### config.mk
export PLATFORM = sky130hd
export DESIGN_NAME = lcd_hex_bank
export DESIGN_NICKNAME = d
export VERILOG_FILES = /design/src/rtl/lcd_pkg.sv /design/src/rtl/lcd_bus_writer.sv /design/src/rtl/lcd_hex_bank.sv
export SDC_FILE = /design/constraint.sdc
export NUM_CORES = 1
export LEC_CHECK = 0
export BUFFER_PORTS_ARGS = -buffer_cell sky130_fd_sc_hd__buf_4
export CORE_MARGIN = 3
export CORE_UTILIZATION = 49
export CTS_CLUSTER_DIAMETER = 60
export DETAILED_ROUTE_END_ITERATION = 8
export PLACE_DENSITY_LB_ADDON = 0.25
export SETUP_SLACK_MARGIN = 0.3
export SLEW_MARGIN = 20
export SYNTH_ARGS = -nofsm -noshare
export SYNTH_HDL_FRONTEND = slang
export SYNTH_SLANG_ARGS = --single-unit
### constraint.sdc
create_clock -name iCLK_50MHZ -period 4.3 [get_ports iCLK_50MHZ]
set_input_delay 0.215 -clock iCLK_50MHZ [delete_from_list [all_inputs] [get_ports iCLK_50MHZ]]
set_output_delay 0.215 -clock iCLK_50MHZ [all_outputs]
set_load 0.005 [all_outputs]
### src/rtl/lcd_pkg.sv
// Shared definitions for the HD44780 LCD blocks: command bytes, FSM state
// encodings and the nibble-to-ASCII mapping.
package lcd_pkg;

    localparam logic [7:0] LCD_FUNC_SET = 8'h38;
    localparam logic [7:0] LCD_DISP_ON  = 8'h0C;
    localparam logic [7:0] LCD_CLEAR    = 8'h01;
    localparam logic [7:0] LCD_ENTRY    = 8'h06;
    localparam logic [7:0] LCD_DDRAM    = 8'h80;
    localparam logic [7:0] LCD_LINE2    = 8'h40;

    typedef enum logic [2:0] {
        PWRUP,
        INIT,
        IDLE,
        ADDR,
        CHAR
    } lcd_state_e;

    typedef enum logic [2:0] {
        BW_IDLE,
        BW_SETUP,
        BW_E_HIGH,
        BW_HOLD,
        BW_DONE
    } bw_state_e;

    // 0-9 -> '0'..'9', A-F -> 'A'..'F' (0x41 - 10 = 0x37).
    function automatic logic [7:0] hex_to_ascii(input logic [3:0] nibble);
        if (nibble < 4'd10) begin
            return 8'h30 + {4'h0, nibble};
        end
        return 8'h37 + {4'h0, nibble};
    endfunction

endpackage

### src/rtl/lcd_bus_writer.sv
// One HD44780 write cycle: SETUP (1 cycle), E_HIGH (T_E_CYC), HOLD (command or
// clear wait), then a one-cycle done. A start during done chains the next byte.
module lcd_bus_writer
    import lcd_pkg::*;
#(
    parameter int T_E_CYC   = 16,
    parameter int T_CMD_CYC = 2500,
    parameter int T_CLR_CYC = 82000
) (
    input  logic       clk,
    input  logic       rst_n,
    input  logic       start,
    input  logic       rs,
    input  logic [7:0] data,
    input  logic       long_wait,
    output logic       done,
    output logic       LCD_E,
    output logic       LCD_RS,
    output logic [7:0] LCD_DATA
);

    localparam int T_MAX_EC = (T_E_CYC > T_CMD_CYC) ? T_E_CYC : T_CMD_CYC;
    localparam int T_MAX    = (T_MAX_EC > T_CLR_CYC) ? T_MAX_EC : T_CLR_CYC;
    localparam int CNT_W    = $clog2(T_MAX + 1);

    localparam logic [CNT_W-1:0] E_LAST   = CNT_W'(T_E_CYC - 1);
    localparam logic [CNT_W-1:0] CMD_LAST = CNT_W'(T_CMD_CYC - 1);
    localparam logic [CNT_W-1:0] CLR_LAST = CNT_W'(T_CLR_CYC - 1);

    bw_state_e        st_q, st_d;
    logic [CNT_W-1:0] cnt_q, cnt_d;
    logic             e_q, e_d;
    logic             rs_q, rs_d;
    logic [7:0]       data_q, data_d;
    logic             long_q, long_d;
    logic [CNT_W-1:0] hold_last;

    always_comb begin
        st_d      = st_q;
        cnt_d     = cnt_q;
        e_d       = e_q;
        rs_d      = rs_q;
        data_d    = data_q;
        long_d    = long_q;
        hold_last = long_q ? CLR_LAST : CMD_LAST;
        case (st_q)
            BW_IDLE, BW_DONE: begin
                if (start) begin
                    rs_d   = rs;
                    data_d = data;
                    long_d = long_wait;
                    cnt_d  = '0;
                    st_d   = BW_SETUP;
                end else begin
                    st_d = BW_IDLE;
                end
            end
            BW_SETUP: begin
                e_d   = 1'b1;
                cnt_d = '0;
                st_d  = BW_E_HIGH;
            end
            BW_E_HIGH: begin
                if (cnt_q == E_LAST) begin
                    e_d   = 1'b0;
                    cnt_d = '0;
                    st_d  = BW_HOLD;
                end else begin
                    cnt_d = cnt_q + 1'b1;
                end
            end
            BW_HOLD: begin
                if (cnt_q == hold_last) begin
                    cnt_d = '0;
                    st_d  = BW_DONE;
                end else begin
                    cnt_d = cnt_q + 1'b1;
                end
            end
            default: begin
                e_d  = 1'b0;
                st_d = BW_IDLE;
            end
        endcase
    end

    // Reset drops E immediately even mid-strobe.
    always_ff @(posedge clk or negedge rst_n) begin
        if (!rst_n) begin
            st_q   <= BW_IDLE;
            cnt_q  <= '0;
            e_q    <= 1'b0;
            rs_q   <= 1'b0;
            data_q <= 8'h00;
            long_q <= 1'b0;
        end else begin
            st_q   <= st_d;
            cnt_q  <= cnt_d;
            e_q    <= e_d;
            rs_q   <= rs_d;
            data_q <= data_d;
            long_q <= long_d;
        end
    end

    assign done     = (st_q == BW_DONE);
    assign LCD_E    = e_q;
    assign LCD_RS   = rs_q;
    assign LCD_DATA = data_q;

endmodule

### src/rtl/lcd_hex_bank.sv
// HD44780 16x2 driver that powers up and initialises the panel, then paints a
// bank of hex digits at a fixed line/column on each accepted load.
module lcd_hex_bank
    import lcd_pkg::*;
#(
    parameter int NUM_DIGITS  = 8,
    parameter int LINE        = 0,
    parameter int START_COL   = 0,
    parameter int T_PWRUP_CYC = 750000,
    parameter int T_E_CYC     = 16,
    parameter int T_CMD_CYC   = 2500,
    parameter int T_CLR_CYC   = 82000
) (
    input  logic                    iCLK_50MHZ,
    input  logic                    iRST_N,
    input  logic [4*NUM_DIGITS-1:0] iDigits,
    input  logic                    iLoad,
    output logic                    oReady,
    output logic                    oInitDone,
    output logic [7:0]              LCD_DATA,
    output logic                    LCD_RS,
    output logic                    LCD_RW,
    output logic                    LCD_E,
    output logic                    LCD_ON,
    output logic                    LCD_BLON
);

    localparam int DW    = 4 * NUM_DIGITS;
    localparam int PWR_W = $clog2(T_PWRUP_CYC + 1);

    localparam logic [PWR_W-1:0] PWR_LAST   = PWR_W'(T_PWRUP_CYC - 1);
    localparam logic [3:0]       LAST_DIGIT = 4'(NUM_DIGITS - 1);
    localparam logic [7:0]       ADDR_CMD   =
        LCD_DDRAM | (((LINE != 0) ? LCD_LINE2 : 8'h00) + 8'(START_COL));

    if (NUM_DIGITS < 1 || NUM_DIGITS > 16 || START_COL < 0 || START_COL + NUM_DIGITS > 16) begin : g_bad_cfg
        $error("lcd_hex_bank: digit bank does not fit on a 16-column line");
    end

    lcd_state_e       state_q, state_d;
    logic [3:0]       idx_q, idx_d;
    logic             busy_q, busy_d;
    logic [PWR_W-1:0] pwr_cnt_q, pwr_cnt_d;
    logic [DW-1:0]    digits_q, digits_d;
    logic             ready_q, ready_d;
    logic             init_done_q, init_done_d;

    logic       wr_start;
    logic       wr_rs;
    logic [7:0] wr_data;
    logic       wr_long;
    logic       wr_done;
    logic [5:0] nib_shift;
    logic [3:0] nib;

    always_comb begin
        state_d     = state_q;
        idx_d       = idx_q;
        busy_d      = busy_q;
        pwr_cnt_d   = pwr_cnt_q;
        digits_d    = digits_q;
        ready_d     = ready_q;
        init_done_d = init_done_q;
        wr_start    = 1'b0;
        wr_rs       = 1'b0;
        wr_data     = 8'h00;
        wr_long     = 1'b0;
        nib_shift   = '0;
        nib         = '0;

        case (state_q)
            PWRUP: begin
                if (pwr_cnt_q == PWR_LAST) begin
                    pwr_cnt_d = '0;
                    idx_d     = '0;
                    busy_d    = 1'b0;
                    state_d   = INIT;
                end else begin
                    pwr_cnt_d = pwr_cnt_q + 1'b1;
                end
            end
            IDLE: begin
                if (iLoad) begin
                    digits_d = iDigits;
                    idx_d    = '0;
                    busy_d   = 1'b0;
                    ready_d  = 1'b0;
                    state_d  = ADDR;
                end
            end
            INIT, ADDR, CHAR: begin
                if (!busy_q) begin
                    wr_start = 1'b1;
                    busy_d   = 1'b1;
                end else if (wr_done) begin
                    // Advance during the done cycle so the next SETUP follows immediately.
                    case (state_q)
                        INIT: begin
                            if (idx_q == 4'd3) begin
                                idx_d       = '0;
                                init_done_d = 1'b1;
                                state_d     = ADDR;
                            end else begin
                                idx_d = idx_q + 4'd1;
                            end
                        end
                        ADDR: begin
                            idx_d   = '0;
                            state_d = CHAR;
                        end
                        default: begin
                            if (idx_q == LAST_DIGIT) begin
                                ready_d = 1'b1;
                                state_d = IDLE;
                            end else begin
                                idx_d = idx_q + 4'd1;
                            end
                        end
                    endcase
                    if (state_d == IDLE) begin
                        busy_d = 1'b0;
                    end else begin
                        wr_start = 1'b1;
                    end
                end
            end
            default: begin
                state_d = PWRUP;
            end
        endcase

        case (state_d)
            INIT: begin
                case (idx_d)
                    4'd0:    wr_data = LCD_FUNC_SET;
                    4'd1:    wr_data = LCD_DISP_ON;
                    4'd2: begin
                        wr_data = LCD_CLEAR;
                        wr_long = 1'b1;
                    end
                    default: wr_data = LCD_ENTRY;
                endcase
            end
            ADDR: begin
                wr_data = ADDR_CMD;
            end
            CHAR: begin
                nib_shift = {LAST_DIGIT - idx_d, 2'b00};
                nib       = 4'(digits_q >> nib_shift);
                wr_rs     = 1'b1;
                wr_data   = hex_to_ascii(nib);
            end
            default: begin
                wr_data = 8'h00;
            end
        endcase
    end

    always_ff @(posedge iCLK_50MHZ or negedge iRST_N) begin
        if (!iRST_N) begin
            state_q     <= PWRUP;
            idx_q       <= '0;
            busy_q      <= 1'b0;
            pwr_cnt_q   <= '0;
            digits_q    <= '0;
            ready_q     <= 1'b0;
            init_done_q <= 1'b0;
        end else begin
            state_q     <= state_d;
            idx_q       <= idx_d;
            busy_q      <= busy_d;
            pwr_cnt_q   <= pwr_cnt_d;
            digits_q    <= digits_d;
            ready_q     <= ready_d;
            init_done_q <= init_done_d;
        end
    end

    lcd_bus_writer #(
        .T_E_CYC   (T_E_CYC),
        .T_CMD_CYC (T_CMD_CYC),
        .T_CLR_CYC (T_CLR_CYC)
    ) u_bus_writer (
        .clk       (iCLK_50MHZ),
        .rst_n     (iRST_N),
        .start     (wr_start),
        .rs        (wr_rs),
        .data      (wr_data),
        .long_wait (wr_long),
        .done      (wr_done),
        .LCD_E     (LCD_E),
        .LCD_RS    (LCD_RS),
        .LCD_DATA  (LCD_DATA)
    );

    assign oReady    = ready_q;
    assign oInitDone = init_done_q;
    assign LCD_RW    = 1'b0;
    assign LCD_ON    = 1'b1;
    assign LCD_BLON  = 1'b1;

endmodule

==> results.json <==
{
  "synth.cell_area_mm2": 0.004840,
  "viasPerCell": 5.602,
  "final_max_slew_viol_count": 0,
  "fmax_mhz": 292.4,
  "clock_latency_ps": 360,
  "synth_ff_type": "dfrtp_1",
  "yosysSeqAreaShare": 0.4809,
  "vias": 3692,
  "grt_overflow": 0,
  "post-cts-setup-buffers": 0,
  "die_area_mm2": 0.01110,
  "hold_path_class": "in2reg",
  "grt_pass1_vias": 3631,
  "status": "finished, final reports clean",
  "synth.top_cell.area_share": 0.4809,
  "io_buffer_count": 46,
  "drive_gt1_frac": 0.2132,
  "netlist_instances": 481,
  "critical-path-top-delay-family": "compound AO/OA/AOI/OAI gates",
  "coreArea_mm2": 0.009415,
  "fin_tns_setup_ps": 0,
  "cp-start-kind": "flip-flop",
  "drc": 0,
  "grt_first_pass_wirelength_um": 16790,
  "cp.required_ps": 4540,
  "start_util": 0.5140,
  "antenna_left": 0,
  "final_area_mm2": 0.005492,
  "path_common_cell": "a21oi_1",
  "crit_path_end": "u_bus_writer.LCD_DATA[2]",
  "fin_skew_ps": 9.567,
  "wl_um": 9794,
  "p_leak_nw": 2.591,
  "clk_pin_slew_ps": 100,
  "syn_avg_cell_area_um2": 10.06,
  "setup_viol": 0,
  "irDropWorstVdd_uv": 130.9,
  "insertedDiodeCount": 0,
  "power_density_mw_per_mm2": 275.5,
  "finalHoldViolations": 0,
  "tightestPinTransition_ps": 742.6,
  "grt_max_degree": 59,
  "cts-htree-levels": 3,
  "wl_per_cell_um": 14.86,
  "grtUsageMet3": 0.04470,
  "synth-seq-cells": 93,
  "reg2regPathDepth": 12,
  "rr_startpoint": "state_q[0]",
  "path_class": "reg2reg",
  "holdCritStartpoint": "iDigits[25]",
  "critPathMaxStageDelay_ps": 640,
  "clock_sinks": 93,
  "rows": 35,
  "busiest_layer": "met2",
  "drt-pass1-iter-count": 5,
  "antenna_found_initial": 0,
  "synth.distinct_cells": 68,
  "synth_top_area_cell": "dfrtp_1",
  "met1_usage": 0.2502,
  "reg2reg_slack_ps": 880,
  "die_w_um": 105.4,
  "endpoint_kind": "flip-flop",
  "cap_viol_max_count": 0,
  "rsz0062_at_grt": "no",
  "routabilityCongestion": 0.9120,
  "synth_area_leaders": "dfrtp_1 48%, mux2_2 7.7%, nand2_1 4.0%",
  "grt_usage": 0.1846,
  "cts_tree": "yes",
  "crit_slowest_cell": "nor3_1",
  "slew_headroom": 0.5050,
  "area_growth_pct": 13.47,
  "cts_buffers": 9,
  "cp_data_arrival_time_ps": 3660,
  "io_pins": 50,
  "clock_tree.buffer_depth": 2,
  "crit_path_max_fanout": 14,
  "final_net_count": 564,
  "place_area_mm2": 0.005283,
  "critPathBufInv": 2,
  "cp.depth": 12,
  "grt_util_met2": 0.2905,
  "r2r-end": "u_bus_writer.LCD_DATA[2]",
  "first_iter_violations": 152,
  "dieHeight_um": 105.4,
  "synth-edff-count": 0,
  "min_period_over_period": 0.7953,
  "synth-async-reset-ratio": 1.000,
  "dp_hpwl_um": 7193,
  "root_buffer": "clkbuf_8",
  "layout_min_cycle_time_ps": 3420,
  "worstPathCellList": "nor3_1 -> a21oi_1 -> a21oi_1 -> o21ai_1 -> buf_4 -> inv_2 -> mux4_2 -> a21oi_1 -> ha_1 -> a211oi_1 -> a211oi_1 -> o21ai_0",
  "crit_start": "state_q[0]",
  "synth_warnings": 0
}
[layout by cell type, fill, tap and decap left out, drive strengths merged, types with 3 or more instances in the layout]
| cell type | synthesis | layout |
|---|---|---|
| and3 | 3 | 3 |
| nand3 | 23 | 23 |
| a211o | 3 | 3 |
| a211oi | 3 | 3 |
| nor3 | 10 | 10 |
| mux2i | 9 | 9 |
| a21oi | 23 | 23 |
| a31oi | 4 | 4 |
| and2 | 3 | 3 |
| xor2 | 13 | 13 |
| nand2b | 4 | 4 |
| or2 | 3 | 3 |
| nand2 | 52 | 52 |
| o21ai | 24 | 24 |
| dfrtp | 93 | 93 |
| ha | 4 | 4 |
| xnor2 | 9 | 9 |
| conb | 2 | 3 |
| nor4 | 8 | 8 |
| clkbuf | 13 | 10 |
| mux2 | 34 | 34 |
| or3 | 3 | 3 |
| nor2 | 47 | 47 |
| nor2b | 10 | 10 |
| buf | 5 | 49 |
| inv | 14 | 16 |
| nand4 | 11 | 11 |
| o22ai | 5 | 5 |
| o31ai | 7 | 7 |
[power breakdown]
part / internal [W] / switching, W
logic: 0.0000207 / 0.0000224
clock network: 0.000275 / 0.000321
registers: 0.000874 / 0
total: 0.00117 / 0.000343
[what timing repair did]
action | 4_1_cts | 5_1_grt
hold endpoints to repair | 57 | 0
hold buffers | 1 | 0
gates resized for setup | 0 | 0
[cell usage after synthesis (4+ instances only)]
cell and n:
clkbuf_1 13, nand4_1 11, o31ai_1 7, nand2b_1 4, a21oi_1 23, o22ai_1 5, mux2_2 33, nand2_1 52
nand3_1 23, nor3_1 9, mux2i_1 9, nor4_1 7, inv_1 12, xor2_1 13, xnor2_1 9, nor2b_1 10
nor2_1 46, dfrtp_1 93, o21ai_0 21, ha_1 4, buf_4 4
[how the worst min path moves through the flow]
stage / slack, ps / endpoint / depth (start not counted)
3_3_place_gp: 330 / u_bus_writer.cnt_q[9] / 1
4_1_cts: 70 / digits_q[25] / 2
5_1_grt: 50 / digits_q[25] / 2
6_report: 70 / digits_q[25] / 2
2_1_floorplan: -80 / busy_q / 0
3_5_place_dp: 330 / u_bus_writer.cnt_q[4] / 1
[sequential cells by signal, indices dropped and copies added, names as in the netlist, 3 cells and up]
| signal | count |
|---|---|
| u_bus_writer.LCD_DATA | 8 |
| u_bus_writer.st_q | 3 |
| state_q | 3 |
| u_bus_writer.cnt_q | 17 |
| pwr_cnt_q | 20 |
| digits_q | 32 |
| idx_q | 4 |
[area by class of cell]
cell class	instances	area, um2
Multi-Input combinational cell	357	2371
Sequential cell	93	2327
Clock inverter	6	71.32
Clock buffer	10	127.6
Timing Repair Buffer	50	377.9
Fill cell	816	3924
Tap cell	129	161.4
Inverter	14	55.05
[routing by layer]
metal | vias up | share of wire
li1 | 1804 | -
met1 | 1780 | 0.47
met5 | - | 0
met3 | 14 | 0.049
met2 | 94 | 0.47
met4 | 0 | 0.016
[worst register-to-register path, cell delays in order, from the launching register on]
cell and delay [ps]:
dfrtp_1 520, nor3_1 640, a21oi_1 130, a21oi_1 170, o21ai_1 100, buf_4 180
inv_2 140, mux4_2 510, a21oi_1 270, ha_1 250, a211oi_1 80, a211oi_1 200
o21ai_0 130
[cell families (layout without fill, tap and decap cells)]
| group | after synthesis | after routing | synth area share |
|---|---|---|---|
| buffers and inverters | 32 | 80 | 0.02999 |
| other | 2 | 3 | 0.001552 |
| adders and majority gates | 4 | 4 | 0.01034 |
| xor gates and xnor gates | 22 | 22 | 0.03981 |
| muxes | 44 | 44 | 0.1024 |
| AOI/OAI and AO/OA | 92 | 92 | 0.1326 |
| and+or+nand+nor | 192 | 192 | 0.2024 |
| DFF | 93 | 93 | 0.4809 |
[through the flow]
stage                     power [W]  setup slack [ps]  hold slack [ps]  cells  utilization
after detailed placement  0.0009349             899.8            329.6    642       0.5611
after global routing       0.001570             524.4            54.49    659       0.5833
after global placement    0.0009345              1025            327.8    642       0.5611
after floorplan           0.0008946              1235           -80.59    482            -
final                      0.001513             880.1            74.10    659       0.5833
after CTS                  0.001529             897.0            66.89    659       0.5833
(Power assumes the default switching activity.)
